`src/rtl/four_way_rr_arbiter.sv`:
```
// Round-robin arbiter for four requesters: one registered one-hot grant, held until
// the owner releases or withdraws, with a watchdog that revokes overlong holds.
module four_way_rr_arbiter #(
  parameter int HOLD_MAX = 15,
  parameter int CNT_W    = 8
) (
  input  logic       clk,
  input  logic       rst,
  input  logic [3:0] req,
  input  logic       done,
  output logic       any_req,
  output logic [3:0] gnt,
  output logic [1:0] gnt_id,
  output logic       busy,
  output logic       revoked
);

  typedef enum logic {
    IDLE  = 1'b0,
    GRANT = 1'b1
  } state_t;

  localparam logic [CNT_W-1:0] CNT_LAST = CNT_W'(HOLD_MAX - 1);

  state_t           state_q, state_d;
  logic [3:0]       gnt_q, gnt_d;
  logic [1:0]       gnt_id_q, gnt_id_d;
  logic [1:0]       ptr_q, ptr_d;
  logic [CNT_W-1:0] cnt_q, cnt_d;
  logic             revoked_q, revoked_d;

  logic       sel_found;
  logic [1:0] sel_idx;
  logic [1:0] cand;
  logic       owner_done;
  logic       owner_gone;
  logic       timeout;

  assign any_req = |req;

  // Scan from the pointer downwards in k so the nearest requester after ptr wins.
  always_comb begin
    sel_found = 1'b0;
    sel_idx   = ptr_q;
    cand      = ptr_q;
    for (int k = 3; k >= 0; k--) begin
      cand = ptr_q + 2'(k);
      if (req[cand]) begin
        sel_found = 1'b1;
        sel_idx   = cand;
      end
    end
  end

  assign owner_done = done;
  assign owner_gone = ~req[gnt_id_q];
  assign timeout    = (cnt_q == CNT_LAST);

  always_comb begin
    state_d   = state_q;
    gnt_d     = gnt_q;
    gnt_id_d  = gnt_id_q;
    ptr_d     = ptr_q;
    cnt_d     = cnt_q;
    revoked_d = 1'b0;
    unique case (state_q)
      IDLE: begin
        if (sel_found) begin
          state_d  = GRANT;
          gnt_d    = 4'b0001 << sel_idx;
          gnt_id_d = sel_idx;
          ptr_d    = sel_idx + 2'd1;
          cnt_d    = '0;
        end
      end
      GRANT: begin
        if (owner_done || owner_gone || timeout) begin
          state_d   = IDLE;
          gnt_d     = 4'b0000;
          gnt_id_d  = 2'd0;
          // A watchdog revoke is flagged only when the owner did not also let go.
          revoked_d = timeout && !owner_done && !owner_gone;
        end else begin
          cnt_d = cnt_q + 1'b1;
        end
      end
      default: begin
        state_d = IDLE;
        gnt_d   = 4'b0000;
      end
    endcase
  end

  always_ff @(posedge clk) begin
    if (rst) begin
      state_q   <= IDLE;
      gnt_q     <= 4'b0000;
      gnt_id_q  <= 2'd0;
      ptr_q     <= 2'd0;
      cnt_q     <= '0;
      revoked_q <= 1'b0;
    end else begin
      state_q   <= state_d;
      gnt_q     <= gnt_d;
      gnt_id_q  <= gnt_id_d;
      ptr_q     <= ptr_d;
      cnt_q     <= cnt_d;
      revoked_q <= revoked_d;
    end
  end

  assign gnt     = gnt_q;
  assign gnt_id  = gnt_id_q;
  assign busy    = (state_q == GRANT);
  assign revoked = revoked_q;

endmodule
```
`config.mk`:
```
export PLATFORM = sky130hd
export DESIGN_NAME = four_way_rr_arbiter
export DESIGN_NICKNAME = d
export VERILOG_FILES = /design/src/rtl/four_way_rr_arbiter.sv
export SDC_FILE = /design/constraint.sdc
export NUM_CORES = 1
export LEC_CHECK = 0
export BUFFER_PORTS_ARGS = -buffer_cell sky130_fd_sc_hd__buf_2
export CAP_MARGIN = 30
export CORE_MARGIN = 10
export CORE_UTILIZATION = 50
export CTS_CLUSTER_SIZE = 30
export DETAILED_ROUTE_END_ITERATION = 6
export GPL_TIMING_DRIVEN = 0
export HOLD_SLACK_MARGIN = 0.08
export PLACE_DENSITY = 0.72
export SKIP_CTS_REPAIR_TIMING = 1
export SLEW_MARGIN = 20
export SYNTH_ARGS = -nofsm -noshare
export SYNTH_HDL_FRONTEND = slang
export SYNTH_SLANG_ARGS = --single-unit
```
`constraint.sdc`:
```
create_clock -name clk -period 1.8 [get_ports clk]
set_input_delay 0.36 -clock clk [delete_from_list [all_inputs] [get_ports clk]]
set_output_delay 0.36 -clock clk [all_outputs]
set_load 0.01 [all_outputs]
```
* Yosys cells after proc, flatten, opt, wreduce, memory -nomap -nowiden *
Index checks and enable logic that the tools add are counted.
Widths: inputs -> output; s select.

storage, ports and cells
  register bits after elaboration = 18
  input bits = 7
  output and inout bits = 9
  logic and storage cells = 64

operators by class
  add/sub/neg operators = 5
  magnitude comparators = 5
  equal/unequal tests = 4
  shift-type cells = 1
  muxes and demuxes = 30
  bitwise logic cells = 3
  reduce and logical (&&, ||, !) cells = 10

operator list
  operator             number
  $mux 8               2
  $pmux 8 s2           1
  $lt 2x3->1 const B   5
  $mux 2               6
  $mux 1               11
  $bmux 1 s2           5
  $add 8x1->8 const B  1
  $eq 8x4->1 const B   1
  $mux 4               2
  $pmux 4 s2           1
  $reduce_and 2->1     3
  $add 2x1->2 const B  2
  $add 2x2->2 const B  2
  $ne 2x2->1 const B   2
  $pmux 2 s2           1
  $reduce_or 4->1      1
  $shl 1x2->4 const A  1
  $not 1->1            3
  $reduce_or 3->1      1
  $logic_and 1x1->1    2
  $logic_or 1x1->1     2
  $ne 2x1->1 const B   1
  $pmux 1 s2           1
  $logic_not 1->1      1

* Logic depth before layout (Yosys ltp) *
  depth after elaboration = 10
  mapped depth = 6
  depth with buffers taken out = 6

* Least setup slack after synthesis *
OpenSTA, ideal clock, no wires.

  kind = register to register
  start point = register gnt_id_q[1], in the netlist gnt_id[1]
  end point = register gnt_q[2], in the netlist gnt[2]
  setup time = 117 ps
  data arrival time = 1599 ps
  data required time = 1683 ps
  slack = 85 ps
  cell stages (with the launch flop) = 6
  period minus slack after synthesis = 1715 ps
  path through = dfxtp_1 > mux4_2 > and2b_4 > a21boi_1 > nor2_1 > a22o_1

between the ends
  word-level cells in the longest chain between the ends = 7

ends and longest elaborated chain
  item                           line  source
  start, declared                27    logic [1:0] gnt_id_q, gnt_id_d;
  start signal, assigned         105   gnt_id_q <= gnt_id_d;
  $bmux 1 s2                     56    assign owner_gone = ~req[gnt_id_q];
  $mux 1 (not written as such)   56
  $not 1->1                      56
  $logic_or 1x1->1 (2 in a row)  77    if (owner_done || owner_gone || timeout) begin
  $ne 2x1->1 (no line)           --
  $reduce_and 2->1 (no line)     --
  end signal, assigned           104   gnt_q <= gnt_d;
  end, declared                  26    logic [3:0] gnt_q, gnt_d;

Every way passes these cells. The select of a mux whose other input is x is not followed.
A chain may end at the register's enable or synchronous reset.

* Final worst setup path *
  start point = register gnt_id_q[1], in the netlist gnt_id[1]
  end point = register gnt_q[0], in the netlist gnt[0]

Same word-level chain as after synthesis.

==> results.toml <==
[place]
io_buffers = 15
globalplace.congestion = 0.7867
dp_hpwl_um = 1568
post-place-ws_ps = -136.9
placed_area_sq_mm = 0.001042

[min_path]
hold_end = "cnt_q[3]$_SDFFE_PP0P_"
worstHoldPathCells = 2
hold_path.class = "primary input to register"
hp-start = "rst"

[die]
num_rows = 15
io_pins = 16
initial_utilization_pct = 53.62
fp.dieW_um = 63.27
core_area_sq_mm = 0.001745
die-area_sq_mm = 0.004002
die_h_um = 63.27

[finish]
insertedDiodeCount = 0
nets = 141
layout_common_cells = "dfxtp_1, buf_2, nor2_1"
final_layout_size_suffix_gt1_share_pct = 25.38
final_common_cell = "dfxtp_1"
fin_area_sq_mm = 0.001124
area_delta_synth_final_pct = 20.05
fin_util_pct = 64.37

[setup_path]
crit_fanout = 7
path_buf_inv = 0
cpMaxStageDelayCell = "mux4_2"
cp.arrival_ps = 1920
critPathLaunchType = "register"
critPathRequiredTime_ps = 2000
crit_chain = "mux4_2 -> and2b_4 -> a21boi_2 -> nor2_1 -> a22o_1"
critical-path-top-delay-family = "multiplexers"
r2r-start = "gnt_id[1]$_SDFFE_PP0P_"
timing.rr.end = "gnt[0]$_SDFFE_PP0P_"
crit_path_max_incr_delay_ps = 510
worst-setup-path-type = "register to register"
end_kind = "register"
r2r_slack_ps = 80
rr_worst_depth = 5

[detailed_routing]
wl_um = 2121
viasPerCell = 5.729
dr_total_vias = 888
antenna_left = 0
drt_iter0_markers = 19
drc = 0
dr.pass1.iters = 4
post_drt_wl_per_cell_um = 13.68

[pwr]
power_density_mw_per_mm2 = 743.0
peakVddDrop_v = 0.0004851
p_leak_uw = 0.0004462

[synthesis]
synth-compound-area-share_pct = 18.72
synth_cell_type_count = 40
mappedNetlistArea_sq_um = 935.9
seq_area_frac_synth_pct = 38.50
synth_warnings = 0
synthSimpleGateAreaFrac_pct = 29.14
synth-xor-area-share_pct = 2.807
synth_seq_cells = 18
synth.area.top_cells = "dfxtp_1, nor2_1, mux2i_1, nand3_1, ha_1"
synthAdderAreaFrac_pct = 2.674
synth_area_leader_cell = "dfxtp_1"
synth_top_area_share_pct = 38.50
synth.avg_cell_area_sq_um = 8.829
synthMuxAreaShare_pct = 5.615
synth_top_family_by_area = "simple AND/OR/NAND/NOR gates"
netlist_instances = 106
syn-num-nets = 115

[timing]
fin_crit_ps = 1725
worst_pin_slew_ps = 588.0
setup-tns-final_ps = 0
skew_ps = 1.225
fmax_mhz = 579.7
fin_crit_sh_pct = 95.83
maxSlewViolCount = 0
layout_setup_ws_ps = 75.10
max_slew_margin_pct = 60.66
hold_viol = 0
setup_violations = 0

[grt]
first_global_vias = 800
grt_overflow_total = 0
antenna_found_initial = 0
grt_first_pass_wirelength_um = 3519
grt_use_total_pct = 10.75
grt_start_max_net_pins = 11

[clock_tree]
h-tree-depth = 1
cts_tree = "built"
clk_latency_ps = 290
cts_made_buffers = 3
cts_buffer_depth = 2
clk_pin_slew_worst_paths_ps = 90
clock-sinks = 18
clock-root-buffer = "clkbuf_4"

[status]
status = "finished, final reports clean"

[run]
maxCapViolCount = 0
## report_power, final
group          internal [uW]  switching, uW  leakage, uW  total (uW)
combinational           87.4            108     0.000285         195
clock                   78.0            120    0.0000138         198
sequential               422           20.6     0.000147         442
## how the worst max path moves through the flow
| stage | startpoint | end | slack (ps) | cells past startpoint |
|---|---|---|---|---|
| after global placement | req[3] | gnt[0]$_SDFFE_PP0P_ | -140 | 6 |
| after CTS | cnt_q[0]$_SDFFE_PP0P_ | cnt_q[7]$_SDFFE_PP0P_ | -50 | 6 |
| after floorplan | gnt_id[1]$_SDFFE_PP0P_ | gnt[2]$_SDFFE_PP0P_ | 80 | 5 |
| after detailed placement | req[3] | gnt[0]$_SDFFE_PP0P_ | -140 | 6 |
| after global routing | gnt_id[1]$_SDFFE_PP0P_ | gnt[2]$_SDFFE_PP0P_ | -10 | 5 |
| final | gnt_id[1]$_SDFFE_PP0P_ | gnt[0]$_SDFFE_PP0P_ | 80 | 5 |
## Yosys cell counts
cell type,number
nand3_4,1
clkbuf_1,1
and4b_1,1
o31ai_1,1
o41ai_1,1
and2b_4,1
a221o_1,1
o221a_2,1
nor2b_1,3
nand2_1,4
o2bb2ai_1,2
o22a_1,1
a21boi_1,1
nor3_1,3
nand4b_1,1
mux2i_1,3
mux4_2,1
o211ai_1,1
nor2_1,14
a211oi_1,2
o21ai_0,2
xnor2_1,1
a31oi_1,3
inv_1,4
ha_1,2
or3_1,2
xor2_1,2
nand2b_1,2
nand4_1,3
o22ai_1,1
buf_2,1
nand3_1,6
dfxtp_1,18
or2_2,1
and3_1,3
nor4_1,3
a2bb2oi_1,1
a22o_1,2
or4_1,1
a21oi_1,4
## final cells by class
cell class                 instances  area, sq um
tap                               25        31.28
buffer                             2        8.758
clock buffer                       3        22.52
inverter                           4        15.01
timing repair buffer              21        120.1
sequential                        18        364.1
fill                             159        621.8
multi-input combinational         82        561.8
## stage by stage
step	power [uW]	instances	hold slack, ps
2_1_floorplan	576.8	106	461.5
3_3_place_gp	631.2	146	445.6
3_5_place_dp	635.7	146	451.7
4_1_cts	836.9	149	324.7
5_1_grt	882.5	155	332.0
6_report	834.8	155	336.3
## cell families (layout without fill, tap and decap cells)
group                    after synthesis  in the layout
flip-flops                            18             18
adder cells (fa/ha/maj)                2              2
AO/OA/AOI/OAI                         24             24
XOR/XNOR                               3              3
buffers and inverters                  6             30
multiplexers                           4              4
AND/OR/NAND/NOR                       49             49
## sequential cells by signal, indices dropped and copies added, names as in the netlist
name     count
gnt_id       2
ptr_q        2
revoked      1
busy         1
gnt          4
cnt_q        8
## worst register-to-register path, stage by stage, from the launching register on
cell and delay [ps]:
dfxtp_1 380, mux4_2 510, and2b_4 220, a21boi_2 190, nor2_1 100, a22o_1 230
## routing by layer
| layer | up-vias | track usage, % | share of wire [%] |
|---|---|---|---|
| li1 | 454 | - | - |
| met1 | 402 | 12.63 | 46 |
| met2 | 27 | 16.24 | 45 |
| met3 | 5 | 5.477 | 7.4 |
| met4 | 0 | 4.098 | 1.2 |
| met5 | - | 0 | 0 |
(Power assumes the default switching activity.)
